<file path="src/rtl/kronos_mem_arbiter_pkg.sv">
// Shared types and constants for the Kronos memory-port arbiter.
package kronos_mem_arbiter_pkg;

    localparam int unsigned XLEN    = 32;
    localparam int unsigned MASK_W  = 4;
    localparam int unsigned BURST_W = 4;
    localparam int unsigned TMR_W   = 16;

    // Arbiter FSM encoding
    typedef logic [1:0] arb_state_e;
    localparam arb_state_e ARB_IDLE  = 2'd0;
    localparam arb_state_e ARB_INSTR = 2'd1;
    localparam arb_state_e ARB_DATA  = 2'd2;

    // Fetches always read a full word
    localparam logic [MASK_W-1:0] FETCH_MASK = 4'hF;

endpackage

</file>
<file path="src/rtl/kronos_mem_arb_timer.sv">
// Watchdog counter for an outstanding bus transaction.
// Only instantiated when KRONOS_MEM_ARB_TIMEOUT_EN is defined.
module kronos_mem_arb_timer
    import kronos_mem_arbiter_pkg::*;
#(
    parameter int unsigned TIMEOUT_CYCLES = 255
) (
    input  logic clk,
    input  logic rst,
    input  logic clear,
    input  logic enable,
    output logic expire
);

    logic [TMR_W-1:0] cnt;

    // Count waiting cycles since the last grant, saturating at all-ones
    always_ff @(posedge clk or posedge rst) begin
        if (rst) begin
            cnt <= '0;
        end else if (clear) begin
            cnt <= '0;
        end else if (enable && (cnt != {TMR_W{1'b1}})) begin
            cnt <= cnt + TMR_W'(1);
        end
    end

    // Fires on the TIMEOUT_CYCLES-th waiting cycle after the grant
    assign expire = enable && (cnt == TMR_W'(TIMEOUT_CYCLES - 1));

endmodule

</file>
<file path="src/rtl/kronos_mem_arbiter.sv">
// Kronos memory arbiter: shares one req/ack bus port between instruction
// fetch and EX-stage load/store. Data has priority; a burst limit forces a
// pending fetch through after MAX_DATA_BURST consecutive data grants.
// Optional watchdog: define KRONOS_MEM_ARB_TIMEOUT_EN.
module kronos_mem_arbiter
    import kronos_mem_arbiter_pkg::*;
#(
    parameter int unsigned MAX_DATA_BURST = 4,
    parameter int unsigned TIMEOUT_CYCLES = 255
) (
    input  logic              clk,
    input  logic              rst,
    input  logic [XLEN-1:0]   instr_addr,
    input  logic              instr_req,
    output logic [XLEN-1:0]   instr_data,
    output logic              instr_ack,
    output logic              instr_err,
    input  logic [XLEN-1:0]   data_addr,
    input  logic [XLEN-1:0]   data_wr_data,
    input  logic [MASK_W-1:0] data_mask,
    input  logic              data_wr_en,
    input  logic              data_req,
    output logic [XLEN-1:0]   data_rd_data,
    output logic              data_ack,
    output logic              data_err,
    output logic [XLEN-1:0]   mem_addr,
    output logic [XLEN-1:0]   mem_wr_data,
    output logic [MASK_W-1:0] mem_mask,
    output logic              mem_wr_en,
    output logic              mem_req,
    input  logic [XLEN-1:0]   mem_rd_data,
    input  logic              mem_ack
);

    localparam logic [BURST_W-1:0] BURST_MAX = BURST_W'(MAX_DATA_BURST);

    if ((MAX_DATA_BURST < 1) || (MAX_DATA_BURST > 15) ||
        (TIMEOUT_CYCLES < 1) || (TIMEOUT_CYCLES >= (2 ** TMR_W))) begin : g_param_chk
        $error("kronos_mem_arbiter: parameter out of range");
    end

    arb_state_e         state;
    arb_state_e         state_nxt;
    logic               grant_data_c;
    logic               grant_instr_c;
    logic               done_c;
    logic               expire_c;
    logic               abort_c;
    logic [BURST_W-1:0] burst;

`ifdef KRONOS_MEM_ARB_TIMEOUT_EN
    kronos_mem_arb_timer #(
        .TIMEOUT_CYCLES (TIMEOUT_CYCLES)
    ) u_timer (
        .clk    (clk),
        .rst    (rst),
        .clear  (grant_data_c | grant_instr_c),
        .enable ((state != ARB_IDLE) && !mem_ack),
        .expire (expire_c)
    );
`else
    assign expire_c = 1'b0;
`endif

    // Watchdog abort only when the bus did not answer this cycle
    assign abort_c = expire_c && !mem_ack;

    // State register
    always_ff @(posedge clk or posedge rst) begin
        if (rst) begin
            state <= ARB_IDLE;
        end else begin
            state <= state_nxt;
        end
    end

    // Grant decision and completion detection
    always_comb begin
        state_nxt     = state;
        grant_data_c  = 1'b0;
        grant_instr_c = 1'b0;
        done_c        = 1'b0;
        case (state)
            ARB_IDLE: begin
                if (data_req && !(instr_req && (burst == BURST_MAX))) begin
                    grant_data_c = 1'b1;
                    state_nxt    = ARB_DATA;
                end else if (instr_req) begin
                    grant_instr_c = 1'b1;
                    state_nxt     = ARB_INSTR;
                end
            end
            ARB_INSTR, ARB_DATA: begin
                if (mem_ack || expire_c) begin
                    done_c    = 1'b1;
                    state_nxt = ARB_IDLE;
                end
            end
            default: state_nxt = ARB_IDLE;
        endcase
    end

    // Bus command registers: loaded on grant, held until completion
    always_ff @(posedge clk or posedge rst) begin
        if (rst) begin
            mem_addr    <= '0;
            mem_wr_data <= '0;
            mem_mask    <= '0;
            mem_wr_en   <= 1'b0;
            mem_req     <= 1'b0;
        end else if (grant_data_c) begin
            mem_addr    <= data_addr;
            mem_wr_data <= data_wr_data;
            mem_mask    <= data_mask;
            mem_wr_en   <= data_wr_en;
            mem_req     <= 1'b1;
        end else if (grant_instr_c) begin
            mem_addr    <= instr_addr;
            mem_wr_data <= '0;
            mem_mask    <= FETCH_MASK;
            mem_wr_en   <= 1'b0;
            mem_req     <= 1'b1;
        end else if (done_c) begin
            mem_wr_en   <= 1'b0;
            mem_req     <= 1'b0;
        end
    end

    // Consecutive data grants while a fetch waits; saturates at the limit
    always_ff @(posedge clk or posedge rst) begin
        if (rst) begin
            burst <= '0;
        end else if (grant_instr_c) begin
            burst <= '0;
        end else if (grant_data_c) begin
            if (!instr_req) begin
                burst <= '0;
            end else if (burst != BURST_MAX) begin
                burst <= burst + BURST_W'(1);
            end
        end
    end

    // Owner responses are combinational in the completing cycle
    assign instr_ack    = (state == ARB_INSTR) && done_c;
    assign data_ack     = (state == ARB_DATA)  && done_c;
    assign instr_err    = (state == ARB_INSTR) && abort_c;
    assign data_err     = (state == ARB_DATA)  && abort_c;
    assign instr_data   = ((state == ARB_INSTR) && !abort_c) ? mem_rd_data : '0;
    assign data_rd_data = ((state == ARB_DATA)  && !abort_c) ? mem_rd_data : '0;

endmodule

</file>
<file path="config.mk">
export PLATFORM = sky130hd
export DESIGN_NAME = kronos_mem_arbiter
export DESIGN_NICKNAME = d
export VERILOG_FILES = /design/src/rtl/kronos_mem_arbiter_pkg.sv /design/src/rtl/kronos_mem_arb_timer.sv /design/src/rtl/kronos_mem_arbiter.sv
export SDC_FILE = /design/constraint.sdc
export NUM_CORES = 1
export LEC_CHECK = 0
export CAP_MARGIN = 10
export CORE_AREA = 2 2 108 110
export DETAILED_ROUTE_END_ITERATION = 12
export DIE_AREA = 0 0 110 112
export PLACE_DENSITY = 0.89
export REMOVE_ABC_BUFFERS = 1
export SYNTH_ARGS = -nofsm -noshare
export SYNTH_HDL_FRONTEND = slang
export SYNTH_SLANG_ARGS = --single-unit
</file>
<file path="constraint.sdc">
create_clock -name clk -period 5.8 [get_ports clk]
set_clock_uncertainty 0.1 [all_clocks]
set_input_delay 0.87 -clock clk [delete_from_list [all_inputs] [get_ports clk]]
set_output_delay 0.87 -clock clk [all_outputs]
set_load 0.02 [all_outputs]
</file>
==> flow_summary.toml, run 1 <==
[clock_network]
post-cts-setup-buffers = 0
htreeDepth = 3
cts.sinks = 76
cts_tree = "built"
cts-root-buf = "clkbuf_16"
cts-resized-gates = 0
insertion_delay_ns = 0.33
clk_pin_slew_worst_paths_ns = 0.06
hold_buffers = 0
clock_path_buffers = 2
numCtsBuffers = 9

[floorplan]
die-height_um = 112
design.die.area_mm2 = 0.01232
rows = 39
ioPinCount = 276
initial_core_util_pct = 32.24
core_mm2 = 0.01117
die_w_um = 110

[hold_path]
hold_class = "register to register"
hold_path_depth = 2
holdPathEnd = "mem_addr[0]$_DFFE_PP0P_"
min_from = "mem_addr[0]$_DFFE_PP0P_"

[logic_synthesis]
syn_inst = 369
synth_compound_area_share_pct = 20.63
ys_warn_count = 0
ys_ff_latch = 76
synth_fa_ha_area_share_pct = 1.737
synth-simple-area-share_pct = 18.10
avgSynthCellArea_um2 = 9.762
syn-cell-area_mm2 = 0.003602
synth_top_family_by_area = "compound AO/OA/AOI/OAI gates"
synthXorXnorAreaFrac_pct = 0
ys_seq_area_share_pct = 52.80
ys_types = 31
synthMuxAreaShare_pct = 0.3126

[run]
cap_violations = 0

[setup_path]
rr_worst_depth = 6
cp-start-kind = "input port"
r2r-end = "mem_addr[19]$_DFFE_PP0P_"
reg2reg_from = "state[0]$_DFFE_PP0P_"
path_cells = "clkdlybuf4s50_1, and2_1, o21a_2, nor2_1, o21ai_0"
crit_fanout = 57
crit_buf_inv = 1
cp.depth = 5
path_delay_family = "compound AO/OA/AOI/OAI gates"
cp_data_arrival_time_ns = 3.67
cp-end-kind = "register"
worstSetupPathType = "input port to register"
crit_start = "data_req"
reg2reg_slack_ns = 2.63
worst_ep_required_time_ns = 5.93
cpPeakStageDelay_ns = 1.02
crit_slowest_cell = "o21a_2"

[place]
io_buffers = 273
place_ws_ns = 1.881
gp_congestion = 0.8121
hpwl_um = 10330

[routing]
vias = 3804
routed_wl_um = 13550
drt-initial-drc-count = 216
wire_per_inst_um = 17.48
antenna_left = 0
via_per_inst = 4.908
drc = 0
drt_pass1_iterations = 5

[final_layout]
seq_area_mm2 = 0.001902
insertedDiodeCount = 0
drive_gt1_share_pct = 3.956
multi_input_area_mm2 = 0.001496
fillers = 918
area_growth_syn_to_layout_pct = 86.84
nets = 770

[pwr]
combPwrFrac_pct = 55.0
leakage_nw = 2.811
power_w = 0.003441
power_switching_w = 0.001372
clkPwrFrac_pct = 18.0
ir_worst_vdd_uv = 312.0
switching_share_pct = 39.87
pwr_density_cell_mw_per_mm2 = 511.3
p_seq_share_pct = 27.0
p_int_w = 0.002069

[global_routing]
grt-ovfl-total = 0
grt_pass1_vias = 3823
grt_first_pass_wirelength_um = 19730
grtUsageTotal_pct = 21.17
antenna_found_initial = 0
grt_start_max_net_pins = 77

[sta]
fin_crit_ns = 3.540
rsz0062_at_grt = "no"
final-hold-violation-count = 0
setup_tns_ns = 0
slew_headroom_pct = 23.66
finalSetupViolations = 0
worst_pin_slew_ns = 1.145
max_freq_mhz = 282.5
finalCritPeriodShare_pct = 61.04
drv_slew = 0
finalWorstSetupSlack_ns = 2.260

[status]
outcome = "complete, no violations"
## state kept, by name (all words and copies together) (netlist names)
name and cells:
state 2, mem_wr_data 32, mem_wr_en 1, mem_addr 32
burst 4, mem_mask 4, mem_req 1
## per-layer routing
metal	track usage [%]	vias up	share of wire (%)
met1	21.92	1792	35
li1	-	1765	-
met5	0	-	0
met4	8.608	0	2.6
met2	39.06	220	53
met3	6.030	27	9.7
## worst min-delay path, stage by stage, from the launching register on
cell	delay [ns]
dfrtp_1	0.34
nand2_1	0.05
o21ai_0	0.06
## through the flow
stage / instances / util [%] / hold WS, ns / instance area [um^2]
after floorplan: 340 / - / 0.3435 / 3442
after global placement: 758 / 57.17 / 0.3589 / 6389
after detailed placement: 758 / 57.17 / 0.3738 / 6389
after CTS: 774 / 60.16 / 0.3883 / 6723
after global routing: 775 / 60.23 / 0.4064 / 6730
final: 775 / 60.23 / 0.3833 / 6730
## final cells by class
type                            instances  share of cell area [%]
Inverter                               17                  0.9481
Tap cell                              143                   2.658
Clock inverter                          6                   1.413
Sequential cell                        76                   28.26
Clock buffer                           10                   3.551
Multi-Input combinational cell        247                   22.23
Timing Repair Buffer                  276                   40.94
## synth_stat cells
cell type | n | area share, %
dfrtp_1 | 76 | 53
and2_1 | 66 | 11
a21oi_1 | 35 | 4.9
a22o_1 | 32 | 7.8
nand2_1 | 29 | 3.0
nor2_1 | 23 | 2.4
o21ai_0 | 21 | 2.9
inv_1 | 17 | 1.8
buf_2 | 13 | 1.8
clkbuf_1 | 10 | 1.0
o22ai_1 | 10 | 1.7
ha_1 | 5 | 1.7
o21ai_1 | 4 | 0.56
o22a_1 | 4 | 0.97
buf_4 | 3 | 0.63
buf_6 | 3 | 0.94
a31oi_1 | 2 | 0.35
and3_1 | 2 | 0.35
nor2b_1 | 2 | 0.35
a21oi_2 | 1 | 0.24
a32o_1 | 1 | 0.28
a41oi_1 | 1 | 0.24
clkbuf_2 | 1 | 0.14
conb_1 | 1 | 0.10
mux2_2 | 1 | 0.31
nand2b_1 | 1 | 0.17
nand3_1 | 1 | 0.14
nand3b_1 | 1 | 0.21
o21a_1 | 1 | 0.21
o21ai_2 | 1 | 0.24
o32ai_1 | 1 | 0.24
## cell families (layout without fill, tap and decap cells)
kind of cell             count (synthesis)  after routing
buffers and inverters                   47            309
AND/OR/NAND/NOR                        125            125
AO/OA/AOI/OAI                          114            114
other                                    1              2
flip-flops                              76             76
multiplexers                             1              1
adder cells (fa/ha/maj)                  5              5
## placed cells by master, fill, tap and decap left out, types with 10 or more instances in the layout
master,instances
clkdlybuf4s50_1,273
dfrtp_1,76
and2_1,66
a21oi_1,35
a22o_1,32
nand2_1,29
nor2_1,23
o21ai_0,21
inv_1,16
o22ai_1,10
## worst max path at each step
| stage | to |
|---|---|
| final | mem_addr[19]$_DFFE_PP0P_ |
| after global routing | mem_addr[19]$_DFFE_PP0P_ |
| after global placement | mem_addr[4]$_DFFE_PP0P_ |
| after CTS | mem_addr[19]$_DFFE_PP0P_ |
| after detailed placement | mem_addr[9]$_DFFE_PP0P_ |
| after floorplan | state[0]$_DFFE_PP0P_ |
## power by group through the flow
stage	clock network [W]	registers, W	logic [W]
6_report	0.000620	0.000930	0.00189
2_1_floorplan	0	0.00119	0.000661
3_3_place_gp	0	0.000915	0.00185
3_5_place_dp	0	0.000927	0.00189
5_1_grt	0.000645	0.000954	0.00201
4_1_cts	0.000630	0.000927	0.00190
Power figures use the tool's default switching activity.
==> run 2: changes to the inputs <==
--- a/config.mk
+++ b/config.mk
@@ -6,9 +6,9 @@
 export NUM_CORES = 1
 export LEC_CHECK = 0
 export CAP_MARGIN = 10
-export CORE_AREA = 2 2 108 110
+export CORE_MARGIN = 2
+export CORE_UTILIZATION = 31
 export DETAILED_ROUTE_END_ITERATION = 12
-export DIE_AREA = 0 0 110 112
 export PLACE_DENSITY = 0.89
 export REMOVE_ABC_BUFFERS = 1
 export SYNTH_ARGS = -nofsm -noshare
==> constraint.sdc (replaced) <==
create_clock -name clk -period 3.1 [get_ports clk]
set_clock_uncertainty 0.1 [all_clocks]
set_input_delay 0.465 -clock clk [delete_from_list [all_inputs] [get_ports clk]]
set_output_delay 0.465 -clock clk [all_outputs]
set_load 0.02 [all_outputs]
==> run 2 against run 1 <==
Compared with the run above: count of clock-buffer cells in the layout is 1 lower; sequential power increased by 86%; clock power is 79% higher; utilization is 0.55 points lower; flip-flop and latch count is the same; first-iteration DRC count up 8.3%; die area rose by 1.4%; wire length rose by 0.27%; worst hold slack better by 0.0022 ns; global-route usage is 0.13 points higher; critical path type is now register to primary output; largest cell class unchanged; largest power group unchanged; highest routed layer unchanged.
==> flow_summary.toml, run 2 (synthesized netlist as in run 1, its figures left out) <==
[routing]
vias = 3819
wire_per_inst_um = 17.37
drc = 0
drt_pass1_iterations = 4
routed_wl_um = 13590
antenna_left = 0
drt-initial-drc-count = 234
via_per_inst = 4.884

[global_routing]
grt_start_max_net_pins = 40
grt_pass1_vias = 4009
grt_first_pass_wirelength_um = 20810
antenna_found_initial = 3
grt-ovfl-total = 0
grtUsageTotal_pct = 21.30

[clock_network]
cts.sinks = 76
clk_pin_slew_worst_paths_ns = 0.06
numCtsBuffers = 9
cts-root-buf = "clkbuf_16"
cts-resized-gates = 0
hold_buffers = 0
cts_tree = "built"
insertion_delay_ns = 0.32
htreeDepth = 3
post-cts-setup-buffers = 0
clock_path_buffers = 2

[pwr]
ir_worst_vdd_uv = 554.4
power_w = 0.006437
leakage_nw = 2.848
pwr_density_cell_mw_per_mm2 = 948.7

[floorplan]
initial_core_util_pct = 31.68
die-height_um = 111.8
design.die.area_mm2 = 0.01250
ioPinCount = 276
core_mm2 = 0.01137
rows = 39
die_w_um = 111.8

[sta]
fin_crit_ns = 2.587
max_freq_mhz = 386.6
drv_slew = 0
rsz0062_at_grt = "no"
slew_headroom_pct = 54.15
final-hold-violation-count = 0
finalSetupViolations = 0
setup_tns_ns = 0
finalCritPeriodShare_pct = 83.44
worst_pin_slew_ns = 0.6869

[final_layout]
nets = 775
largestRegisters = "mem_addr x32, mem_wr_data x32"
mostFrequentLayoutCell = "clkdlybuf4s50_1"
stdcell_count = 782
area_growth_syn_to_layout_pct = 88.36
design_area_mm2 = 0.006785
mostFrequentLayoutCells = "clkdlybuf4s50_1, dfrtp_1, and2_1, a21oi_1, a22o_1"
drive_gt1_share_pct = 4.560

[hold_path]
hold_class = "register to register"

[place]
hpwl_um = 10690
place_inst = 764
dpl-instance-area_mm2 = 0.006465
gp_congestion = 0.8742
io_buffers = 273

[setup_path]
worst_ep_required_time_ns = 2.53
cp-end-kind = "primary output"
cpPeakStageDelay_ns = 0.60
cp-start-kind = "register"
cp_data_arrival_time_ns = 2.02
crit_fanout = 33
worstSetupPathType = "register to primary output"
crit_slowest_cell = "clkdlybuf4s50_1"
reg2reg_slack_ns = 0.95
path_cells = "inv_1, ha_1, buf_4, and3_1, clkdlybuf4s50_1"
path_delay_family = "buffers and inverters"
crit_buf_inv = 3

[run]
cap_violations = 0

[status]
outcome = "complete, no violations"
[run 2: where the power goes]
group	internal [W]	leakage, nW	switching [W]	total, W
logic	0.00173	1.75	0.00187	0.00360
clock network	0.000701	0.156	0.000408	0.00111
registers	0.00145	0.940	0.000279	0.00173
total	0.00388	2.85	0.00255	0.00644
[run 2: through the flow]
| stage | setup WS [ns] | utilization [%] | hold WS [ns] |
|---|---|---|---|
| CTS | 0.4896 | 59.61 | 0.3883 |
| floorplan | 0.1376 | - | 0.3435 |
| finish | 0.5133 | 59.68 | 0.3856 |
| global placement | 0.7704 | 56.86 | 0.3618 |
| global route | 0.3827 | 59.68 | 0.4132 |
| detailed placement | 0.6644 | 56.86 | 0.3743 |
[run 2: layer usage]
layer | track usage (%) | share of wire [%]
met5 | 0 | 0
met1 | 22.19 | 36
met4 | 9.218 | 2.5
met3 | 7.458 | 9.0
met2 | 38.67 | 53
[run 2: tightest hold or removal path, stage by stage, from the launching register on]
cell	delay, ns
dfrtp_1	0.34
nand2_1	0.06
nand2_1	0.06
[run 2: final cells by class]
| type | instances | area (um^2) |
|---|---|---|
| Sequential cell | 76 | 1902 |
| Inverter | 17 | 65.06 |
| Clock buffer | 9 | 225.2 |
| Multi-Input combinational cell | 247 | 1489 |
| Antenna cell | 3 | 7.507 |
| Clock inverter | 6 | 87.58 |
| Fill cell | 949 | 4584 |
| Timing Repair Buffer | 281 | 2830 |
| Tap cell | 143 | 178.9 |
[run 2: final timing paths]
path / start / to / cells after the start
max reg2reg: state[1]$_DFFE_PP0P_ / burst[3]$_DFFE_PP0P_ / 7
min reg2reg: mem_req$_DFFE_PP0P_ / mem_req$_DFFE_PP0P_ / 2
min: mem_req$_DFFE_PP0P_ / mem_req$_DFFE_PP0P_ / 2
max in group asynchronous: rst / mem_wr_data[3]$_DFFE_PP0P_ / 3
min in group asynchronous: rst / mem_addr[18]$_DFFE_PP0P_ / 2
max: state[1]$_DFFE_PP0P_ / instr_ack / 5
==> run 3: changes to the inputs <==
==> constraint.sdc (replaced) <==
create_clock -name clk -period 2.3 [get_ports clk]
set_clock_uncertainty 0.1 [all_clocks]
set_input_delay 0.345 -clock clk [delete_from_list [all_inputs] [get_ports clk]]
set_output_delay 0.345 -clock clk [all_outputs]
set_load 0.02 [all_outputs]
==> run 3 against run 2 <==
Compared with the run above: register-to-register slack lost 0.69 ns; cell area down 0.96%; worst hold slack got worse by 0.13 ns; wire length fell by 1.0%; critical endpoint is now data_rd_data[17].
==> flow_summary.toml, run 3 (synthesized netlist as in run 1, its figures left out) <==
[setup_path]
reg2reg_from = "state[0]$_DFFE_PP0P_"
rr_worst_depth = 7
crit_start = "state[0]$_DFFE_PP0P_"
r2r-end = "mem_addr[2]$_DFFE_PP0P_"
endpoint = "data_rd_data[17]"
worstSetupPathType = "register to primary output"
crit_slowest_cell = "dfrtp_1"
cp_data_arrival_time_ns = 1.68
cp-start-kind = "register"
cpPeakStageDelay_ns = 0.39
cp-end-kind = "primary output"
path_cells = "inv_1, ha_1, buf_12, and2_1, dlygate4sd2_1"
worst_ep_required_time_ns = 1.86
crit_fanout = 33
reg2reg_slack_ns = 0.26

[floorplan]
die-height_um = 111.8
rows = 39
design.die.area_mm2 = 0.01250
die_w_um = 111.8
core_mm2 = 0.01137
initial_core_util_pct = 31.68
ioPinCount = 276

[run]
cap_violations = 0

[global_routing]
grtUsageTotal_pct = 21.66
grt_first_pass_wirelength_um = 21270
grt_pass1_vias = 4136
grt-ovfl-total = 0
antenna_found_initial = 2
grt_start_max_net_pins = 40

[clock_network]
cts-root-buf = "clkbuf_16"
cts_tree = "built"
cts.sinks = 76
htreeDepth = 3
numCtsBuffers = 9
insertion_delay_ns = 0.32
post-cts-setup-buffers = 0
clk_pin_slew_worst_paths_ns = 0.06
clock_path_buffers = 2

[sta]
drv_slew = 0
final-hold-violation-count = 0
worst_pin_slew_ns = 0.5412
fin_crit_ns = 2.126
max_freq_mhz = 470.4
finalCritPeriodShare_pct = 92.43
rsz0062_at_grt = "no"
finalSetupViolations = 0
slew_headroom_pct = 63.88

[final_layout]
mostFrequentLayoutCells = "clkdlybuf4s50_1, dfrtp_1, and2_1, dlygate4sd2_1, a21oi_1"
largestRegisters = "mem_addr x32, mem_wr_data x32"
seq_area_mm2 = 0.001902
utilization_pct = 59.11
nets = 780
stdcell_count = 787
mostFrequentLayoutCell = "clkdlybuf4s50_1"
fillers = 930
drive_gt1_share_pct = 5.452
multi_input_area_mm2 = 0.001489
area_growth_syn_to_layout_pct = 86.56

[pwr]
leakage_nw = 3.126
ir_worst_vdd_uv = 680.5
clkPwrFrac_pct = 15.9
pwr_density_cell_mw_per_mm2 = 1242
p_seq_share_pct = 27.9
switching_share_pct = 41.41
p_int_w = 0.004892
combPwrFrac_pct = 56.2
power_w = 0.008350
power_switching_w = 0.003458

[place]
io_buffers = 273
hpwl_um = 10560
place_inst = 769
gp_congestion = 0.8707

[routing]
drt-initial-drc-count = 218
vias = 3829
via_per_inst = 4.865
antenna_left = 0
routed_wl_um = 13450
drt_pass1_iterations = 4
wire_per_inst_um = 17.09
drc = 0

[status]
outcome = "complete, no violations"

[hold_path]
hold_class = "input port to async pin"
## run 3: worst max-delay path, delay by kind of cell (launching register included)
| family | cells | cell delay [ns] |
|---|---|---|
| buf+inv | 3 | 0.62 |
| simple gates | 1 | 0.14 |
| flops | 1 | 0.39 |
| fa+ha+maj | 1 | 0.20 |
## run 3: stage by stage
stage               area [um^2]  worst slack (ns)  hold WS (ns)  setup TNS (ns)
global placement           6515            0.2384        0.3589               0
detailed placement         6515            0.2096        0.3694               0
global route               6720           0.07388        0.3023               0
finish                     6720            0.1740        0.2582               0
CTS                        6715            0.1318        0.2682               0
floorplan                  3442           -0.5424        0.3435          -31.87
## run 3: worst min path at each step
| stage | startpoint | to | slack, ns | cells past startpoint |
|---|---|---|---|---|
| 2_1_floorplan | burst[3]$_DFFE_PP0P_ | burst[3]$_DFFE_PP0P_ | 0.34 | 1 |
| 3_3_place_gp | burst[3]$_DFFE_PP0P_ | burst[3]$_DFFE_PP0P_ | 0.36 | 1 |
| 3_5_place_dp | mem_addr[19]$_DFFE_PP0P_ | mem_addr[19]$_DFFE_PP0P_ | 0.37 | 2 |
| 4_1_cts | rst | mem_addr[18]$_DFFE_PP0P_ | 0.27 | 2 |
| 5_1_grt | rst | mem_addr[18]$_DFFE_PP0P_ | 0.30 | 2 |
| 6_report | rst | mem_addr[18]$_DFFE_PP0P_ | 0.26 | 2 |
## run 3: power groups by stage
stage | Sequential [W] | Combinational (W) | Clock, W
after floorplan | 0.00300 | 0.00167 | 0
after global placement | 0.00229 | 0.00481 | 0
after detailed placement | 0.00233 | 0.00492 | 0
after CTS | 0.00233 | 0.00475 | 0.00136
after global routing | 0.00241 | 0.00503 | 0.00141
final | 0.00233 | 0.00470 | 0.00133
## run 3: layout make-up
class                           count  share of cell area [%]
Timing Repair Buffer              286                   41.63
Sequential cell                    76                   28.30
Multi-Input combinational cell    247                   22.16
Clock buffer                        9                   3.351
Tap cell                          143                   2.662
Inverter                           17                  0.9682
Clock inverter                      7                  0.8565
Antenna cell                        2                 0.07447
## run 3: routing by layer
| layer | track usage [%] | vias up | routed length [um] | part of all wire (%) |
|---|---|---|---|---|
| met2 | 39.43 | 211 | 7017 | 52 |
| met1 | 22.29 | 1800 | 4690 | 35 |
| met5 | 0 | - | 0 | 0 |
| li1 | - | 1783 | - | - |
| met3 | 6.532 | 35 | 1153 | 8.6 |
| met4 | 11.36 | 0 | 587 | 4.4 |
## run 3: what timing repair did
action                     4_1_cts  5_1_grt
setup endpoints to repair       66        0
gates resized for setup         66        0
hold buffers                     0        0
